--- src/rtl/pipe_hazard_pkg.sv ---
// Shared types and constants for the pipeline hazard controller.
package pipe_hazard_pkg;

  localparam logic RUN        = 1'b0;
  localparam logic LOAD_STALL = 1'b1;
  localparam int   REG_ADDR_W = 3;
  localparam int   PERF_CNT_W = 16;

  typedef enum logic {
    ST_RUN        = RUN,
    ST_LOAD_STALL = LOAD_STALL
  } hz_state_e;

  typedef struct packed {
    logic pc_write;
    logic ifid_write;
    logic ifid_flush;
    logic idex_write;
    logic idex_flush;
  } hz_ctrl_t;

  function automatic hz_ctrl_t ctrl_default();
    hz_ctrl_t c;
    c.pc_write   = 1'b1;
    c.ifid_write = 1'b1;
    c.ifid_flush = 1'b0;
    c.idex_write = 1'b1;
    c.idex_flush = 1'b0;
    return c;
  endfunction

  // Freeze holds every stage; no bubble is injected while memory is busy.
  function automatic hz_ctrl_t ctrl_freeze();
    hz_ctrl_t c;
    c.pc_write   = 1'b0;
    c.ifid_write = 1'b0;
    c.ifid_flush = 1'b0;
    c.idex_write = 1'b0;
    c.idex_flush = 1'b0;
    return c;
  endfunction

  function automatic hz_ctrl_t ctrl_redirect();
    hz_ctrl_t c;
    c.pc_write   = 1'b1;
    c.ifid_write = 1'b1;
    c.ifid_flush = 1'b1;
    c.idex_write = 1'b1;
    c.idex_flush = 1'b1;
    return c;
  endfunction

  function automatic hz_ctrl_t ctrl_stall();
    hz_ctrl_t c;
    c.pc_write   = 1'b0;
    c.ifid_write = 1'b0;
    c.ifid_flush = 1'b0;
    c.idex_write = 1'b1;
    c.idex_flush = 1'b1;
    return c;
  endfunction

endpackage

--- src/rtl/pipe_hazard_ctrl_sat_cnt.sv ---
// Saturating event counter with synchronous clear, used for hazard statistics.
module hazard_sat_cnt
  import pipe_hazard_pkg::*;
(
  input  logic                  clk_i,
  input  logic                  clr,
  input  logic                  inc,
  output logic [PERF_CNT_W-1:0] count
);

  always_ff @(posedge clk_i) begin
    if (clr) begin
      count <= '0;
    end else if (inc && (count != '1)) begin
      count <= count + 1'b1;
    end
  end

endmodule

--- src/rtl/pipe_hazard_ctrl.sv ---
// Stall/flush controller for the 16-bit 5-stage pipeline.
// Performance counters are built only when HAZARD_PERF_CNT_EN is defined.
module pipe_hazard_ctrl
  import pipe_hazard_pkg::*;
#(
  parameter int unsigned LOAD_STALL_CYCLES = 1
) (
  input  logic                  clk_i,
  input  logic                  rst_i,
  input  logic [REG_ADDR_W-1:0] id_rs_addr_i,
  input  logic [REG_ADDR_W-1:0] id_rt_addr_i,
  input  logic                  id_uses_rs_i,
  input  logic                  id_uses_rt_i,
  input  logic                  idex_memread_i,
  input  logic [REG_ADDR_W-1:0] idex_wr_addr_i,
  input  logic                  ex_redirect_i,
  input  logic                  mem_busy_i,
  output logic                  pc_write_o,
  output logic                  ifid_write_o,
  output logic                  ifid_flush_o,
  output logic                  idex_write_o,
  output logic                  idex_flush_o,
`ifdef HAZARD_PERF_CNT_EN
  output logic [PERF_CNT_W-1:0] stall_cycles_o,
  output logic [PERF_CNT_W-1:0] flush_events_o,
`endif
  output logic                  dbg_state_o,
  output logic [2:0]            dbg_cnt_o
);

  // The first bubble is inserted from RUN, so the stall state covers the rest.
  localparam logic [2:0] STALL_RELOAD = 3'(LOAD_STALL_CYCLES - 1);

  hz_state_e state, nxt_state;
  logic [2:0] cnt, nxt_cnt;
  hz_ctrl_t   ctrl;
  logic       hazard;

  // Register 0 is compared like any other address.
  assign hazard = idex_memread_i &&
                  ((id_uses_rs_i && (id_rs_addr_i == idex_wr_addr_i)) ||
                   (id_uses_rt_i && (id_rt_addr_i == idex_wr_addr_i)));

  always_comb begin
    ctrl      = ctrl_default();
    nxt_state = state;
    nxt_cnt   = cnt;
    if (rst_i) begin
      ctrl = ctrl_default();
    end else if (mem_busy_i) begin
      ctrl = ctrl_freeze();
    end else if (ex_redirect_i) begin
      ctrl      = ctrl_redirect();
      nxt_state = ST_RUN;
      nxt_cnt   = '0;
    end else if (state == ST_LOAD_STALL) begin
      ctrl    = ctrl_stall();
      nxt_cnt = cnt - 3'd1;
      if (cnt == 3'd1) begin
        nxt_state = ST_RUN;
      end
    end else if (hazard) begin
      ctrl = ctrl_stall();
      if (LOAD_STALL_CYCLES > 1) begin
        nxt_state = ST_LOAD_STALL;
        nxt_cnt   = STALL_RELOAD;
      end
    end
  end

  always_ff @(posedge clk_i) begin
    if (rst_i) begin
      state <= ST_RUN;
      cnt   <= '0;
    end else begin
      state <= nxt_state;
      cnt   <= nxt_cnt;
    end
  end

  assign pc_write_o   = ctrl.pc_write;
  assign ifid_write_o = ctrl.ifid_write;
  assign ifid_flush_o = ctrl.ifid_flush;
  assign idex_write_o = ctrl.idex_write;
  assign idex_flush_o = ctrl.idex_flush;
  assign dbg_state_o  = state;
  assign dbg_cnt_o    = cnt;

`ifdef HAZARD_PERF_CNT_EN
  hazard_sat_cnt u_stall_cnt (
    .clk_i (clk_i),
    .clr   (rst_i),
    .inc   (!ctrl.pc_write),
    .count (stall_cycles_o)
  );

  hazard_sat_cnt u_flush_cnt (
    .clk_i (clk_i),
    .clr   (rst_i),
    .inc   (ctrl.ifid_flush),
    .count (flush_events_o)
  );
`endif

endmodule

--- config.mk ---
export PLATFORM = sky130hd
export DESIGN_NAME = pipe_hazard_ctrl
export DESIGN_NICKNAME = d
export VERILOG_FILES = /design/src/rtl/pipe_hazard_pkg.sv /design/src/rtl/pipe_hazard_ctrl_sat_cnt.sv /design/src/rtl/pipe_hazard_ctrl.sv
export SDC_FILE = /design/constraint.sdc
export NUM_CORES = 1
export LEC_CHECK = 0
export BUFFER_PORTS_ARGS = -buffer_cell sky130_fd_sc_hd__buf_2
export CAP_MARGIN = 20
export CORE_AREA = 4 4 41 43
export CTS_CLUSTER_SIZE = 10
export DETAILED_ROUTE_END_ITERATION = 12
export DIE_AREA = 0 0 45 47
export GPL_TIMING_DRIVEN = 0
export HOLD_SLACK_MARGIN = 0.05
export MAX_ROUTING_LAYER = met4
export PLACE_DENSITY = 0.56
export SETUP_SLACK_MARGIN = 0.5
export SLEW_MARGIN = 30
export SYNTH_ARGS = -nofsm -noshare
export SYNTH_HDL_FRONTEND = slang
export SYNTH_SLANG_ARGS = --single-unit
--- constraint.sdc ---
create_clock -name clk_i -period 1.7 [get_ports clk_i]
set_clock_uncertainty 0.05 [all_clocks]
set_input_delay 0.17 -clock clk_i [delete_from_list [all_inputs] [get_ports clk_i]]
set_output_delay 0.17 -clock clk_i [all_outputs]
set_load 0.01 [all_outputs]
# Yosys cells after proc, flatten, opt, wreduce, memory -nomap -nowiden
# Index checks and enable logic that the tools add are counted.
# word_totals
latchBits	0
word_cells	23
mem_bits_ro	0
out_inout_bits	9
mem_count	0
in_bits	16
mem_bits_rw	0
ff_bits	4
# op_classes
n_reduce_logical	6
shifts	0
n_mux	10
n_div	0
eq_ne	3
bitwise	1
mul	0
addsub	1
n_lt_le_gt_ge	0
# op_table
operator	n
$mux 5	5
$eq 3x3->1	2
$mux 3	2
$eq 3x1->1 const B	1
$logic_and 1x1->1	3
$mux 1	3
$sub 3x1->3 const B	1
$reduce_and 2->1	1
$reduce_bool 2->1	1
$logic_or 1x1->1	1
$not 1->1	1

# Longest topological paths before layout
# Gate-level depths: netlist (run 1).
# depth
word_depth	9
ltp_mapped	5
depth_no_buf	5

# Worst setup path before layout (run 1)
# Ideal clock, no wire load.
# synth_path
path_type	in2out
from	input rst_i
to	output pc_write_o
arrival_ps	1011
n_path_buf	2
required_time_ps	1480
stages	5
slack_ps	469
cell_sequence	buf_4 -> nand2b_1 -> o21ai_0 -> a31oi_1 -> buf_4
# synth_via
elab_chain_cells	1
# synth_rtl
item	line	text
from (decl)	pipe_hazard_ctrl.sv:9	input logic rst_i,
$mux 5	pipe_hazard_ctrl.sv:48	if (rst_i) begin
to (decl)	pipe_hazard_ctrl.sv:18	output logic pc_write_o,
# No other way between the ends.

# Worst setup path after layout (run 1)
# layout_path
from	register state, in the netlist dbg_state_o
to	output idex_flush_o
# layout_via
elab_chain_cells	4
# layout_rtl
item	line	text
from (decl)	pipe_hazard_ctrl.sv:34	hz_state_e state, nxt_state;
from (signal assigned)	pipe_hazard_ctrl.sv:76	state <= nxt_state;
$mux 5	pipe_hazard_ctrl.sv:56	end else if (state == ST_LOAD_STALL) begin
$mux 5	pipe_hazard_ctrl.sv:52	end else if (ex_redirect_i) begin
$mux 5	pipe_hazard_ctrl.sv:50	end else if (mem_busy_i) begin
$mux 5	pipe_hazard_ctrl.sv:48	
to (decl)	pipe_hazard_ctrl.sv:22	output logic idex_flush_o,
# No other way between the ends.

==> out/results.ini, run 1 <==
[cts]
root_buffer = clkbuf_4
cts_tree = done
h-tree-depth = 1
cts.path.max_buffers = 2
clock_latency_ps = 240
clk_pin_slew_ps = 30
cts_made_buffers = 3
clock_sinks = 4

[global_routing]
grt_overflow = 0
track_usage = 0.1101
grt_pass1_vias = 384
grt_pass1_wl_mm = 1.559
grt_max_degree = 10
antenna_found_initial = 0

[synthesis]
yosysTopAreaCell = dfxtp_1
synthDistinctLibCells = 18
syn_nets = 62
synth_area_leaders = dfxtp_1 24%, xnor2_1 16%, a21oi_1 7.6%
synth_top_area_frac = 0.2433
syn-mean-instance-area_um2 = 7.479
ys_seq_elements = 4
syn_inst = 44
syn-cell-area_um2 = 329.1
ys_warn_count = 0
synth_seq_area_share = 0.2433

[sta]
finalSetupViolCount = 0
hold_viol = 0
finalCritPeriodShare = 0.7849
max-slew-margin-rel = 0.8705
fin_tns_setup_ps = 0
worst_pin_slew_ps = 193.6
finalMaxSlewViolations = 0
fmax_ghz = 0.7494
timing.final.crit_period_ps = 1334
rsz0062_at_grt = yes
setup_slack_ps = 365.7

[critical_path]
slowest_delay_ps = 350
crit_arrival_ps = 1110
slowest_stage = dfxtp_4
worstSetupPathType = reg2out
end_kind = output port
cp_cell_sequence = nor2_2, nor3_1, a31o_1, buf_2
cp.buffers_inverters = 1
cp_max_fo = 5
critPathLaunchType = flip-flop
cp.required_ps = 1480
critical-path-top-delay-family = flip-flops

[power]
seq_power_share = 0.330
p_sw_uw = 72.54
ir_drop_mv = 0.2523
p_leak_uw = 0.0002353
p_sw_frac = 0.2574
clkPwrFrac = 0.419
p_int_uw = 209.3
power_per_cell_area_nw_per_um2 = 548.0
comb_power_share = 0.252

[final_layout]
drive_gt1_frac = 0.4648
final_area_um2 = 514.2
n_antenna_cell = 0
fillers = 162
final_util = 0.3952
nets = 91
syn_to_final_growth_pct = 56.27

[run_status]
status = finished, final reports clean

[placement]
dp.final_hpwl_um = 749.9
place.gp.congestion = 0.7565
dpl_worst_slack_ps = 446.0
place_area_um2 = 470.5
place.port_buffers = 23

[routing]
ant_nets = 0
wl_per_cell_um = 11.02
vias = 396
drt-initial-drc-count = 6
avgViaCountPerCell = 4.605
drt-total-wl_um = 948
first_pass_iters = 4
drc_errors = 0

[hold_path]
hold_path.class = in2reg

[run]
cap_violations = 0

[floorplan]
dieArea_um2 = 2115
initial_utilization = 0.2529
fp.dieH_um = 47
io_pins = 25
fp.coreArea_um2 = 1301
die_w_um = 45
placement_rows = 13

-- Yosys cell counts --
cell type  number
a31oi_1         1
nand2_1         1
a21oi_1         5
nor2_1          5
inv_1           3
nand2b_1        2
o21ai_0         4
nand3_1         1
a31o_1          1
buf_4           2
nand3b_1        1
nand4_1         3
dfxtp_1         4
xnor2_1         6
and2_1          1
nor3b_1         1
nor3_1          1
ha_1            2
-- registers in the layout, indices dropped and copies added, names as in the netlist --
signal and flops:
dbg_state_o 1, dbg_cnt_o 3
-- cell type report --
class,instances,area (µm²),area share
Tap cell,15,18.77,0.03650
Timing Repair Buffer,24,128.9,0.2506
Buffer,2,15.01,0.02920
Inverter,3,11.26,0.02190
Sequential cell,4,85.08,0.1655
Multi-Input combinational cell,35,232.7,0.4526
Clock buffer,3,22.52,0.04380
-- power groups by stage --
stage	clock, µW	sequential (µW)	combinational [µW]
final	118	92.9	70.9
after global routing	125	92.8	77.8
after CTS	123	92.8	71.5
after detailed placement	0	95.8	68.6
after global placement	0	95.8	68.1
after floorplan	0	95.8	35.3
-- kinds of logic after synthesis --
kind of cell,Yosys count,share of synthesized area
AO/OA/AOI/OAI,11,0.1825
buffers and inverters,5,0.07983
XOR/XNOR,6,0.1597
flip-flops,4,0.2434
AND/OR/NAND/NOR,16,0.2586
adder cells (fa/ha/maj),2,0.07603
-- repair_timing --
action	CTS	global route
endpoints found under the setup margin	3	6
setup buffers	1	0
pin swaps	0	2
resized for setup	5	1
hold buffers	0	0
-- per-stage QoR --
| step | std cells | power [µW] | hold WS, ps |
|---|---|---|---|
| final | 86 | 281.8 | 108.0 |
| after CTS | 86 | 287.3 | 106.6 |
| after global routing | 86 | 295.3 | 139.0 |
| after floorplan | 44 | 131.1 | 299.0 |
| after detailed placement | 82 | 164.4 | 358.7 |
| after global placement | 82 | 163.9 | 359.0 |
-- final timing paths --
check	start	end	slack, ps	cells after the start
setup / recovery	dbg_state_o	idex_flush_o	370	4
hold / removal	rst_i	dbg_cnt_o[0]	110	2
setup reg to reg	dbg_cnt_o[0]	dbg_cnt_o[1]	600	4
hold reg to reg	dbg_cnt_o[2]	dbg_cnt_o[2]	440	2
-- worst reg2reg max path, delay by kind of cell (launching register included) --
kind	cells	cell delay (ps)
compound gates	1	130
fa+ha+maj	1	280
buf+inv	1	60
flops	1	350
simple gates	1	160
-- layer usage --
layer,up-vias,GRT usage,share of wire
met4,0,0.07018,0.032
met3,5,0.04598,0.063
li1,208,-,-
met5,-,-,0
met2,11,0.1949,0.54
met1,172,0.09545,0.36
-- layout by cell type (no fill, tap or decap) --
master    Yosys  final
nor3_1        1      1
nand3_1       1      1
a31oi_1       1      1
ha_1          2      2
buf_6         0      1
nand3b_1      1      1
nor3b_1       1      1
a31o_1        1      1
nand2b_4      0      1
buf_2         0     22
a21oi_1       5      5
o21ai_0       4      3
nand2b_1      2      1
nand2_1       1      1
and2_1        1      1
xnor2_1       6      6
nor2_2        0      1
inv_1         3      3
nand4_1       3      3
clkbuf_4      0      3
o21ai_1       0      1
dfxtp_2       0      1
dfxtp_4       0      1
nor2_1        5      4
buf_4         2      3
dfxtp_1       4      2
(Power assumes the default switching activity.)
==> run 2, diff against run 1 <==
- clock period: 1.7 -> 1.3 ns (I/O delays scaled with it)
==> run 2 against run 1 <==
Routed wire length increased by 11%. Worst setup slack worse by 340 ps. Final area up 35%. Critical path type unchanged. Largest power group unchanged. Register-to-register slack worse by 350 ps.
==> out/results.ini, run 2 (synthesized netlist as in run 1, its figures left out) <==
[global_routing]
antenna_found_initial = 0  ; unchanged
grt_pass1_wl_mm = 1.518  ; -2.6%
grt_overflow = 0  ; unchanged
grt_max_degree = 10  ; unchanged
track_usage = 0.1084  ; -0.001720
grt_pass1_vias = 375  ; -2.3%

[final_layout]
fillers = 135  ; -17%
final_area_um2 = 693.2  ; +35%
drive_gt1_frac = 0.6883  ; +0.2235
nets = 97  ; +6.6%
layout_commonest_cell = buf_2
syn_to_final_growth_pct = 110.6
final_util = 0.5327  ; +0.1375
layout_common_cells = 17 x buf_2, 8 x buf_6, 6 x xnor2_1, 6 x buf_4
n_antenna_cell = 0  ; unchanged
largest_register_ffs = 3  ; unchanged
instances_no_fill = 92  ; +7.0%

[routing]
drt-initial-drc-count = 4  ; -2
first_pass_iters = 3  ; -1
drc_errors = 0  ; unchanged
wl_per_cell_um = 11.39  ; +3.3%
ant_nets = 0  ; unchanged
avgViaCountPerCell = 4.804  ; +4.3%
vias = 442  ; +12%
drt-total-wl_mm = 1.048  ; +11%

[floorplan]
fp.dieH_um = 47  ; unchanged
die_w_um = 45  ; unchanged
fp.coreArea_um2 = 1301  ; unchanged
io_pins = 25  ; unchanged
placement_rows = 13  ; unchanged
dieArea_um2 = 2115  ; unchanged
initial_utilization = 0.2529  ; unchanged

[run]
cap_violations = 0  ; unchanged

[cts]
h-tree-depth = 1  ; unchanged
cts_made_buffers = 3  ; unchanged
clk_pin_slew_ps = 40  ; about the same
root_buffer = clkbuf_4
clock_sinks = 4  ; unchanged
cts.path.max_buffers = 2  ; unchanged
clock_latency_ps = 240  ; about the same
cts_tree = done

[critical_path]
crit_arrival_ps = 1090  ; -20 ps
reg2reg_slack_ps = 250  ; -350 ps
endpoint = pc_write_o
reg2reg_from = dbg_state_o
cp_cell_sequence = nand2b_4, o21ai_2, a31oi_2, buf_4, buf_6
end_kind = output port
r2r_cells = 5  ; +1
cp_max_fo = 4  ; -1
crit_start = dbg_state_o
worstSetupPathType = reg2out
cp.required_ps = 1120  ; -360 ps
critPathLaunchType = flip-flop
slowest_delay_ps = 380  ; +30 ps
timing.rr.end = dbg_cnt_o[2]
slowest_stage = dfxtp_4

[sta]
finalMaxSlewViolations = 0  ; unchanged
hold_viol = 0  ; unchanged
finalSetupViolCount = 0  ; unchanged
rsz0062_at_grt = yes
timing.final.crit_period_ps = 1274
worst_pin_slew_ps = 245.9  ; +52.33 ps
finalCritPeriodShare = 0.9803
max-slew-margin-rel = 0.8355  ; -0.03501
fmax_ghz = 0.7847

[placement]
dp.final_hpwl_um = 705.4  ; -5.9%
place.port_buffers = 23  ; unchanged
dpl.cell_count = 82  ; unchanged
place.gp.congestion = 0.6906  ; -8.7%
place_area_um2 = 488.0  ; +3.7%

[power]
power_uw = 391.3  ; +39%
ir_drop_mv = 0.2566  ; +1.7%
power_per_cell_area_nw_per_um2 = 564.5  ; +3.0%
p_leak_uw = 0.0002924  ; +24%

[run_status]
status = finished, final reports clean

[hold_path]
hold_path.class = in2reg
hold_start = rst_i

run 2: repair_timing:
item | in CTS | in global routing
buffers inserted | 3 | 4
pin swaps | 6 | 7
setup endpoints to repair | 12 | 12
gates cloned | 0 | 0
resized for setup | 18 | 10
endpoints found under the hold margin | 4 | 2
run 2: final cells by class:
class | instances | area, µm² | area share
plain buffers | 2 | 18.77 | 0.02708
clock buffers | 3 | 22.52 | 0.03249
inverters | 3 | 16.27 | 0.02347
multi-input cells | 35 | 305.3 | 0.4404
flip-flops and latches | 4 | 90.09 | 0.1300
well taps | 15 | 18.77 | 0.02708
repair buffers | 30 | 221.5 | 0.3195
run 2: power breakdown:
group	internal (µW)	switching, µW	total (µW)
sequential	119	0	119
clock	104	54.9	158
combinational	63.7	50.0	114
total	286	105	391
run 2: critical path: cells and delay by family (launching register included):
kind / cells / cell delay, ps
AND/OR/NAND/NOR: 1 / 50
flip-flops: 1 / 380
AO/OA/AOI/OAI: 2 / 170
buffers and inverters: 2 / 250
run 2: worst min-delay path by stage:
stage	to	slack (ps)	depth (start not counted)
after CTS	dbg_cnt_o[2]	40	2
after global routing	dbg_cnt_o[1]	50	2
after detailed placement	dbg_cnt_o[1]	310	2
after global placement	dbg_cnt_o[0]	310	2
final	dbg_cnt_o[1]	50	2
after floorplan	dbg_state_o	250	2
run 2: metal layers:
| layer | GRT usage | vias to the layer above | share of wire |
|---|---|---|---|
| met3 | 0.03448 | 3 | 0.099 |
| met4 | 0.08772 | 0 | 0.024 |
| li1 | - | 221 | - |
| met5 | - | - | 0 |
| met1 | 0.1202 | 192 | 0.41 |
| met2 | 0.1582 | 26 | 0.47 |
run 2: per-stage QoR:
stage | TNS [ps] | setup slack [ps] | hold WS, ps
detailed placement | 0 | 140.3 | 311.5
CTS | 0 | 1.571 | 36.61
global route | -26.53 | -26.53 | 51.81
floorplan | 0 | 263.9 | 249.1
global placement | 0 | 135.8 | 312.3
finish | 0 | 25.58 | 52.98
